[src/rtl/pixel_scan_pkg.sv]
// Shared types and default widths for the pixel scan controller.
package pixel_scan_pkg;

    localparam int unsigned DEF_ADDR_W = 16;
    localparam int unsigned DEF_STEP_W = 3;
    localparam int unsigned STATE_W    = 3;

    typedef enum logic [STATE_W-1:0] {
        S_IDLE,
        S_READ,
        S_WAIT_RD,
        S_DEC,
        S_WAIT_DEC,
        S_WRITE,
        S_ADV,
        S_DONE
    } scan_state_t;

endpackage

[src/rtl/pixel_scan_if.sv]
// Control, RAM and decrypt handshake bundle between the scan controller and its neighbours.
interface pixel_scan_if
    import pixel_scan_pkg::*;
#(
    parameter int unsigned ADDR_W = DEF_ADDR_W,
    parameter int unsigned STEP_W = DEF_STEP_W
);
    logic              start;
    logic              abort;
    logic [ADDR_W-1:0] base_addr;
    logic [ADDR_W-1:0] out_base;
    logic [ADDR_W-1:0] pixel_count;
    logic [STEP_W-1:0] step;
    logic              rd_en;
    logic [ADDR_W-1:0] rd_addr;
    logic              rd_valid;
    logic              dec_start;
    logic              dec_done;
    logic              wr_en;
    logic [ADDR_W-1:0] wr_addr;
    logic              busy;
    logic              done;
    logic [ADDR_W-1:0] processed;

    // Host side: control FSM, image RAM and decrypt core.
    modport master (
        output start, abort, base_addr, out_base, pixel_count, step, rd_valid, dec_done,
        input  rd_en, rd_addr, dec_start, wr_en, wr_addr, busy, done, processed
    );

    // Controller side.
    modport slave (
        input  start, abort, base_addr, out_base, pixel_count, step, rd_valid, dec_done,
        output rd_en, rd_addr, dec_start, wr_en, wr_addr, busy, done, processed
    );
endinterface

[src/rtl/pixel_scan_controller_addr_counter.sv]
// Source address counter: parallel load or step increment, otherwise hold; wraps silently.
module addr_counter
    import pixel_scan_pkg::*;
#(
    parameter int unsigned W      = DEF_ADDR_W,
    parameter int unsigned STEP_W = DEF_STEP_W
) (
    input  logic              clk,
    input  logic              rst,
    input  logic              i_load,
    input  logic [W-1:0]      i_load_val,
    input  logic              i_inc,
    input  logic [STEP_W-1:0] i_step,
    output logic [W-1:0]      o_count
);
    logic [W-1:0] r_count;

    always_ff @(posedge clk or posedge rst) begin
        if (rst) begin
            r_count <= '0;
        end else if (i_load) begin
            r_count <= i_load_val;
        end else if (i_inc) begin
            r_count <= r_count + W'(i_step);
        end
    end

    assign o_count = r_count;
endmodule

[src/rtl/pixel_scan_controller.sv]
// Walks a pixel region: read, decrypt, write, advance; one transaction in flight at a time.
module pixel_scan_controller
    import pixel_scan_pkg::*;
#(
    parameter int unsigned ADDR_W = DEF_ADDR_W,
    parameter int unsigned STEP_W = DEF_STEP_W
) (
    input  logic       clk,
    input  logic       rst,
    pixel_scan_if.slave bus
);
    scan_state_t       r_state;
    scan_state_t       w_next;
    logic              w_load;
    logic              w_inc;
    logic [ADDR_W-1:0] w_addr;

    logic [ADDR_W-1:0] r_base;
    logic [ADDR_W-1:0] r_out_base;
    logic [ADDR_W-1:0] r_pix_count;
    logic [STEP_W-1:0] r_step;
    logic [ADDR_W-1:0] r_processed;
    logic [ADDR_W-1:0] r_wr_addr;
    logic              r_rd_en;
    logic              r_dec_start;
    logic              r_wr_en;
    logic              r_busy;
    logic              r_done;

    addr_counter #(.W(ADDR_W), .STEP_W(STEP_W)) u_addr_counter (
        .clk        (clk),
        .rst        (rst),
        .i_load     (w_load),
        .i_load_val (bus.base_addr),
        .i_inc      (w_inc),
        .i_step     (r_step),
        .o_count    (w_addr)
    );

    // Next state and counter control; abort overrides every handshake outside IDLE.
    always_comb begin
        w_next = r_state;
        w_load = 1'b0;
        w_inc  = 1'b0;
        case (r_state)
            S_IDLE: begin
                if (bus.start) begin
                    w_load = 1'b1;
                    w_next = (bus.pixel_count == '0) ? S_DONE : S_READ;
                end
            end
            S_READ:     w_next = S_WAIT_RD;
            S_WAIT_RD:  if (bus.rd_valid) w_next = S_DEC;
            S_DEC:      w_next = S_WAIT_DEC;
            S_WAIT_DEC: if (bus.dec_done) w_next = S_WRITE;
            S_WRITE:    w_next = S_ADV;
            S_ADV: begin
                if (r_processed == r_pix_count) begin
                    w_next = S_DONE;
                end else begin
                    w_inc  = 1'b1;
                    w_next = S_READ;
                end
            end
            S_DONE:     w_next = S_IDLE;
            default:    w_next = S_IDLE;
        endcase
        if ((r_state != S_IDLE) && bus.abort) begin
            w_next = S_IDLE;
            w_inc  = 1'b0;
        end
    end

    // Strobes are registered from the next state so they coincide with the state they belong to.
    always_ff @(posedge clk or posedge rst) begin
        if (rst) begin
            r_state     <= S_IDLE;
            r_base      <= '0;
            r_out_base  <= '0;
            r_pix_count <= '0;
            r_step      <= '0;
            r_processed <= '0;
            r_wr_addr   <= '0;
            r_rd_en     <= 1'b0;
            r_dec_start <= 1'b0;
            r_wr_en     <= 1'b0;
            r_busy      <= 1'b0;
            r_done      <= 1'b0;
        end else begin
            r_state     <= w_next;
            r_rd_en     <= (w_next == S_READ);
            r_dec_start <= (w_next == S_DEC);
            r_wr_en     <= (w_next == S_WRITE);
            r_busy      <= (w_next != S_IDLE);
            r_done      <= (w_next == S_DONE);
            if (w_load) begin
                r_base      <= bus.base_addr;
                r_out_base  <= bus.out_base;
                r_pix_count <= bus.pixel_count;
                r_step      <= bus.step;
                r_processed <= '0;
            end
            if (w_next == S_WRITE) begin
                r_wr_addr   <= r_out_base + (w_addr - r_base);
                r_processed <= r_processed + ADDR_W'(1);
            end
        end
    end

    assign bus.rd_en     = r_rd_en;
    assign bus.rd_addr   = w_addr;
    assign bus.dec_start = r_dec_start;
    assign bus.wr_en     = r_wr_en;
    assign bus.wr_addr   = r_wr_addr;
    assign bus.busy      = r_busy;
    assign bus.done      = r_done;
    assign bus.processed = r_processed;
endmodule
[src/flat_wrapper.sv]
// flat-port wrapper written by rule: the top's interface ports become plain ports
module pixel_scan_controller_flat import pixel_scan_pkg::*;
#(
    parameter int unsigned ADDR_W = DEF_ADDR_W,
    parameter int unsigned STEP_W = DEF_STEP_W
)
  (clk, rst, bus_start, bus_abort, bus_base_addr, bus_out_base, bus_pixel_count, bus_step, bus_rd_valid, bus_dec_done, bus_rd_en, bus_rd_addr, bus_dec_start, bus_wr_en, bus_wr_addr, bus_busy, bus_done, bus_processed);
  pixel_scan_if #(.ADDR_W(ADDR_W), .STEP_W(STEP_W)) bus_i ();
  input  logic clk;
  input  logic rst;
  input wire logic [$bits(bus_i.start)-1:0] bus_start;
  input wire logic [$bits(bus_i.abort)-1:0] bus_abort;
  input wire logic [$bits(bus_i.base_addr)-1:0] bus_base_addr;
  input wire logic [$bits(bus_i.out_base)-1:0] bus_out_base;
  input wire logic [$bits(bus_i.pixel_count)-1:0] bus_pixel_count;
  input wire logic [$bits(bus_i.step)-1:0] bus_step;
  input wire logic [$bits(bus_i.rd_valid)-1:0] bus_rd_valid;
  input wire logic [$bits(bus_i.dec_done)-1:0] bus_dec_done;
  output wire logic [$bits(bus_i.rd_en)-1:0] bus_rd_en;
  output wire logic [$bits(bus_i.rd_addr)-1:0] bus_rd_addr;
  output wire logic [$bits(bus_i.dec_start)-1:0] bus_dec_start;
  output wire logic [$bits(bus_i.wr_en)-1:0] bus_wr_en;
  output wire logic [$bits(bus_i.wr_addr)-1:0] bus_wr_addr;
  output wire logic [$bits(bus_i.busy)-1:0] bus_busy;
  output wire logic [$bits(bus_i.done)-1:0] bus_done;
  output wire logic [$bits(bus_i.processed)-1:0] bus_processed;
  assign bus_i.start = bus_start;
  assign bus_i.abort = bus_abort;
  assign bus_i.base_addr = bus_base_addr;
  assign bus_i.out_base = bus_out_base;
  assign bus_i.pixel_count = bus_pixel_count;
  assign bus_i.step = bus_step;
  assign bus_i.rd_valid = bus_rd_valid;
  assign bus_i.dec_done = bus_dec_done;
  assign bus_rd_en = bus_i.rd_en;
  assign bus_rd_addr = bus_i.rd_addr;
  assign bus_dec_start = bus_i.dec_start;
  assign bus_wr_en = bus_i.wr_en;
  assign bus_wr_addr = bus_i.wr_addr;
  assign bus_busy = bus_i.busy;
  assign bus_done = bus_i.done;
  assign bus_processed = bus_i.processed;
  pixel_scan_controller #(.ADDR_W(ADDR_W), .STEP_W(STEP_W)) u_core (.clk(clk), .rst(rst), .bus(bus_i));
endmodule
[config.mk]
export PLATFORM = sky130hd
export DESIGN_NAME = pixel_scan_controller_flat
export DESIGN_NICKNAME = d
export VERILOG_FILES = /design/src/rtl/pixel_scan_pkg.sv /design/src/rtl/pixel_scan_if.sv /design/src/rtl/pixel_scan_controller_addr_counter.sv /design/src/rtl/pixel_scan_controller.sv /design/src/flat_wrapper.sv
export SDC_FILE = /design/constraint.sdc
export NUM_CORES = 1
export LEC_CHECK = 0
export ABC_AREA = 1
export ABC_CLOCK_PERIOD_IN_PS = 4600
export CAP_MARGIN = 40
export CORE_ASPECT_RATIO = 1.75
export CORE_MARGIN = 5
export CORE_UTILIZATION = 54
export CTS_CLUSTER_DIAMETER = 60
export DETAILED_ROUTE_END_ITERATION = 16
export GPL_ROUTABILITY_DRIVEN = 0
export HOLD_SLACK_MARGIN = 0.03
export MAX_ROUTING_LAYER = met4
export PLACE_DENSITY = 0.83
export SLEW_MARGIN = 20
export SYNTH_ARGS = -nofsm -noshare
export SYNTH_HDL_FRONTEND = slang
export SYNTH_HIERARCHICAL = 1
export SYNTH_SLANG_ARGS = --single-unit
[constraint.sdc]
create_clock -name clk -period 4.6 [get_ports clk]
set_input_delay 1.38 -clock clk [delete_from_list [all_inputs] [get_ports clk]]
set_output_delay 1.38 -clock clk [all_outputs]
set_load 0.01 [all_outputs]
## Word level (Yosys, flattened, before mapping)

Index checks and enable logic that the tools add are counted.

| operators by class | value |
|---|---|
| $add $sub $neg | 4 |
| multiplexer cells | 16 |
| reduce and logical (&&, ||, !) cells | 7 |
| eq/ne operators | 12 |

Operators by type and width:

| kind | number |
|---|---|
| two-way mux 16 bit | 4 |
| one-hot mux 3 bit (8 select lines) | 1 |
| == test 3 bit, second input constant | 6 |
| two-way mux 3 bit | 6 |
| adder 16 x 1 -> 16 bit, second input constant | 1 |
| adder 16 bit | 1 |
| adder 16 x 3 -> 16 bit | 1 |
| == test 16 bit | 1 |
| logical NOT 16 bit | 1 |
| subtractor 16 bit | 1 |
| == test 3 x 2 -> 1 bit, second input constant | 3 |
| == test 3 x 1 -> 1 bit, second input constant | 2 |
| nonzero test 3 bit | 2 |
| two-way mux 1 bit | 5 |
| nonzero test 2 bit | 2 |
| logical NOT 3 bit | 1 |
| logical AND 1 bit | 1 |

| word-level totals | value |
|---|---|
| logic and storage cells | 52 |
| output and inout bits | 53 |
| input port bits | 57 |
| bits in registers | 107 |

## Depth between registers and ports, before layout

| logic depth | value |
|---|---|
| word-level depth | 7 |
| mapped depth | 16 |
| depth with buffers taken out | 16 |

## By module

Netlist, hierarchy kept.

By module, submodules not included:

| module | instances | cells an instance | area an instance (sq um) | seq. area each (sq um) |
|---|---|---|---|---|
| pixel_scan_controller | 1 | 720 | 5514.0 | 2277.2 |
| addr_counter | 1 | 154 | 1137.3 | 400.4 |

## Least setup slack after synthesis

Ideal clock, no wire load.

| timing path | value |
|---|---|
| kind | input -> register |
| start | input port bus_start |
| end | register u_core.u_addr_counter.r_count[9], in the netlist u_core/u_addr_counter/o_count[9] |
| setup slack | 1.660 ns |
| arrival time | 2.818 ns |
| stages | 11 |
| required time | 4.479 ns |
| library setup time | 0.121 ns |
| buffers on the path | 4 |
| path through | inv_1 > nor2_1 > clkbuf_1 > clkbuf_1 > buf_2 > inv_1 > nand2_1 > inv_1 > clkbuf_8 > nand3_1 > nand2_1 |

| between the ends | value |
|---|---|
| cells in the longest elaborated chain, start to end | 3 |
| elaborated cells on any way between the ends | 4 |
| classes of those cells | mux: 3; reduce/logical: 1 |

RTL lines:

| what | line | text |
|---|---|---|
| start: declaration | flat_wrapper.sv:11 | `input wire logic [$bits(bus_i.start)-1:0] bus_start;` |
| two-way mux 1 bit (*) | pixel_scan_controller.sv:47 | `if (bus.start) begin` |
| two-way mux 1 bit (*) | pixel_scan_controller.sv:45 | `case (r_state)` |
| named net u_core.w_load | pixel_scan_controller.sv:14 | `logic w_load;` |
| two-way mux 16 bit or nonzero test 2 bit (tied branches) | n/a |  |
| end signal: assignment | pixel_scan_controller_addr_counter.sv:22 | `r_count <= i_load_val;` |
| end signal: assignment | pixel_scan_controller_addr_counter.sv:24 | `r_count <= r_count + W'(i_step);` |
| end: declaration | pixel_scan_controller_addr_counter.sv:16 | `logic [W-1:0] r_count;` |

The timed path passes the listed nets; every way through them passes the cells marked *.
A chain may end at the register's enable or synchronous reset.

## Final worst setup path

| timing path | value |
|---|---|
| start | input port bus_pixel_count[9] |
| end | register u_core.r_wr_addr[14], in the netlist u_core/bus.wr_addr[14] |

| between the ends | value |
|---|---|
| cells in the longest elaborated chain, start to end | 6 |

RTL lines:

| what | line | text |
|---|---|---|
| start: declaration | flat_wrapper.sv:15 | `input wire logic [$bits(bus_i.pixel_count)-1:0] bus_pixel_count;` |
| logical NOT 16 bit | pixel_scan_controller.sv:49 | `w_next = (bus.pixel_count == '0) ? S_DONE : S_READ;` |
| two-way mux 3 bit | pixel_scan_controller.sv:49 |  |
| two-way mux 3 bit | pixel_scan_controller.sv:47 |  |
| one-hot mux 3 bit (8 select lines) | pixel_scan_controller.sv:45 |  |
| two-way mux 3 bit | pixel_scan_controller.sv:68 | `if ((r_state != S_IDLE) && bus.abort) begin` |
| == test 3 bit | pixel_scan_controller.sv:103 | `if (w_next == S_WRITE) begin` |
| end signal: assignment | pixel_scan_controller.sv:104 | `r_wr_addr <= r_out_base + (w_addr - r_base);` |
| end: declaration | pixel_scan_controller.sv:23 | `logic [ADDR_W-1:0] r_wr_addr;` |

No other way between the ends.

==> impl_metrics.ini <==
[global_routing]
grt-ovfl-total = 0
antenna_found_initial = 0
grt_start_max_net_pins = 66
grt_pass1_vias = 6065
grt_first_pass_wirelength_um = 28790
track_usage_pct = 25.66

[cells_and_area]
drive_above_1_share_pct = 5.209
layout_common_cells = nand2_1, inv_1, clkdlybuf4s50_1, dfrtp_1, nand3_1
final_util_pct = 67.97
layout_commonest_cell = nand2_1
layout.nets = 1067
syn2layout_area_growth_pct = 23.33
diodes = 0

[setup_path]
rr_worst_depth = 12
r2r_end = u_core/bus.wr_addr[14]$_DFFE_PP0N_
r2r_setup_slack_ns = 1.65
crit_start = bus_pixel_count[9]
timing.rr.start = u_core/bus.processed[8]$_DFFE_PP0P_
crit_fanout = 43
worst_setup_path_end_kind = flop
critPathArrivalTime_ns = 3.66
startpoint_type = primary input
critPathCapture = u_core/bus.wr_addr[14]$_DFFE_PP0N_
crit_type = primary input to flop
required_ns = 4.84

[run_status]
run_status = finished clean

[yosys]
synthMuxAreaShare_pct = 0
synthAdderAreaFrac_pct = 8.578
synthFlopType = dfrtp_1
synth_top_family_by_area = simple AND/OR/NAND/NOR gates
synth_compound_area_share_pct = 8.916
synth_xor_area_share_pct = 4.082
yosys_warnings = 6
synth.avg_cell_area_um2 = 7.610
synthesis.area_um2 = 6651
synth-seq-cells = 107
ys_async_sr_fraction_pct = 100.0
synth_cells = 874
synthSimpleGateAreaFrac_pct = 28.31
yosysUniqueCellTypes = 38
ys_seq_area_share_pct = 40.26
syn_nets = 967
synth_edf_count = 0

[die]
die_area_um2 = 14720
num_rows = 53
die_w_um = 93.90
die_h_um = 156.8
core-area_um2 = 12070
ios = 110
initial_core_util_pct = 55.11

[drt]
drc_errors = 0
vias = 6089
ant_nets = 0
wl_per_cell_um = 15.22
drt_first_pass_iters = 5
drt_iter0_drc = 431
routed_wl_um = 17410
drt-vias-per-instance = 5.323

[clock_network]
cts_hold_buf = 0
clockRootBuffer = clkbuf_16
clock-sinks = 107
numCtsBuffers = 9
cts-resized-gates = 0
clkTransAtPathRegs_ns = 0.07
clk_path_buf_depth = 2
postCtsSetupBuffers = 0
worstSkewPairLatency_ns = 0.35
htree_levels = 3
cts_tree = built

[sta]
finalWorstPathRequiredPeriod_ns = 3.423
fin_setup_tns_ns = 0
finClkSkew_ns = 0.004841
setup_viol = 0
grt_setup_unrepaired = false
max_freq_ghz = 0.2922
slew_viol_final = 0
hold_viol_final = 0
worstMarginPinSlew_ns = 0.8238
relSlewSlack_pct = 45.08
min_period_over_period_pct = 74.41

[placed_design]
io_buffers = 109
hpwlAfterDp_um = 13260

[pwr]
p_leak_nw = 4.087
vdd.ir_drop.worst_mv = 0.4342
power_density_nw_per_um2 = 823.5

[worst_hold_path]
hold_class = flop to flop

[job]
cap_violations = 0
==> how the worst min path moves through the flow <==
stage | start | endpoint | slack [ns] | depth (start not counted)
after floorplan | u_core/r_base[0]$_DFFE_PP0P_ | u_core/r_base[0]$_DFFE_PP0P_ | 0.45 | 2
after global placement | u_core/r_base[0]$_DFFE_PP0P_ | u_core/r_base[0]$_DFFE_PP0P_ | 0.47 | 2
after global routing | u_core/bus.wr_addr[7]$_DFFE_PP0N_ | u_core/bus.wr_addr[7]$_DFFE_PP0N_ | 0.50 | 2
after detailed placement | u_core/bus.wr_addr[11]$_DFFE_PP0N_ | u_core/bus.wr_addr[11]$_DFFE_PP0N_ | 0.47 | 2
final | u_core/bus.wr_addr[7]$_DFFE_PP0N_ | u_core/bus.wr_addr[7]$_DFFE_PP0N_ | 0.48 | 2
after CTS | u_core/bus.wr_addr[7]$_DFFE_PP0N_ | u_core/bus.wr_addr[7]$_DFFE_PP0N_ | 0.48 | 2
==> synth_stat cells (4+ instances only) <==
cell | instances | area share, %
xnor2_1 | 10 | 1.3
nor2_1 | 46 | 2.6
inv_1 | 127 | 7.2
o21ai_2 | 10 | 1.3
dfrtp_1 | 107 | 40
nor3_1 | 10 | 0.75
nand4_1 | 23 | 2.2
a21oi_1 | 19 | 1.4
nand2_1 | 294 | 17
inv_2 | 5 | 0.28
o21ai_0 | 41 | 3.1
fa_1 | 16 | 4.8
clkbuf_1 | 14 | 0.79
o21bai_1 | 5 | 0.56
ha_1 | 20 | 3.8
nand3_1 | 56 | 4.2
a22oi_1 | 11 | 1.2
xor2_1 | 21 | 2.8
buf_2 | 6 | 0.45
buf_6 | 4 | 0.68
==> critical path, cell delays in order <==
cell	delay [ns]
clkdlybuf4s50_1	0.42
nor2_1	0.10
nand2_1	0.05
nor3_1	0.51
nand3_1	0.15
o21ai_0	0.17
inv_1	0.12
nand4_4	0.45
inv_2	0.15
nand2_1	0.10
nand2_1	0.05
==> cells by family after synthesis <==
logic type | count (synthesis)
adder cells (fa/ha/maj) | 36
XOR/XNOR | 31
AO/OA/AOI/OAI | 97
flip-flops | 107
AND/OR/NAND/NOR | 443
buffers and inverters | 160
==> per-stage QoR <==
stage | total power [mW] | setup WS, ns | std cells | cell area (µm²) | hold WS, ns
after floorplan | 4.610 | 0.8564 | 874 | 6651 | 0.4483
after global placement | 5.718 | 0.8676 | 1128 | 7854 | 0.4656
after detailed placement | 5.795 | 0.8405 | 1128 | 7854 | 0.4703
after CTS | 6.737 | 1.180 | 1144 | 8203 | 0.4838
after global routing | 7.384 | 1.002 | 1144 | 8203 | 0.4971
final | 6.755 | 1.177 | 1144 | 8203 | 0.4818
==> metal layers <==
metal	vias up	global-route usage [%]	share of wire (%)
li1	2946	-	-
met1	2833	27.64	36
met2	241	44.43	53
met3	69	2.982	4.9
met4	0	15.63	5.5
met5	-	-	0
==> where the power goes <==
part / internal [mW] / switching [mW] / leakage, nW
Clock: 0.537 / 0.353 / 0.167
Sequential: 1.30 / 0.314 / 1.36
Combinational: 1.62 / 2.63 / 2.56
Total: 3.46 / 3.30 / 4.09
==> layout make-up <==
type,instances,area (µm²)
Clock buffer,9,225.2
Clock inverter,7,123.9
Fill cell,1025,3866
Inverter,133,500.5
Multi-Input combinational cell,607,3326
Sequential cell,107,2678
Tap cell,165,206.4
Timing Repair Buffer,116,1144
==> flip-flops by register name, summed over array words and instances, names as in the netlist <==
name and count:
u_core/r_step 3, u_core/bus.busy 1, u_core/bus.rd_en 1, u_core/bus.wr_addr 16, u_core/r_pix_count 16, u_core/u_addr_counter/o_count 16
u_core/r_out_base 16, u_core/bus.dec_start 1, u_core/r_state 3, u_core/r_base 16, u_core/bus.done 1, u_core/bus.processed 16
u_core/bus.wr_en 1
Power figures use the tool's default switching activity.
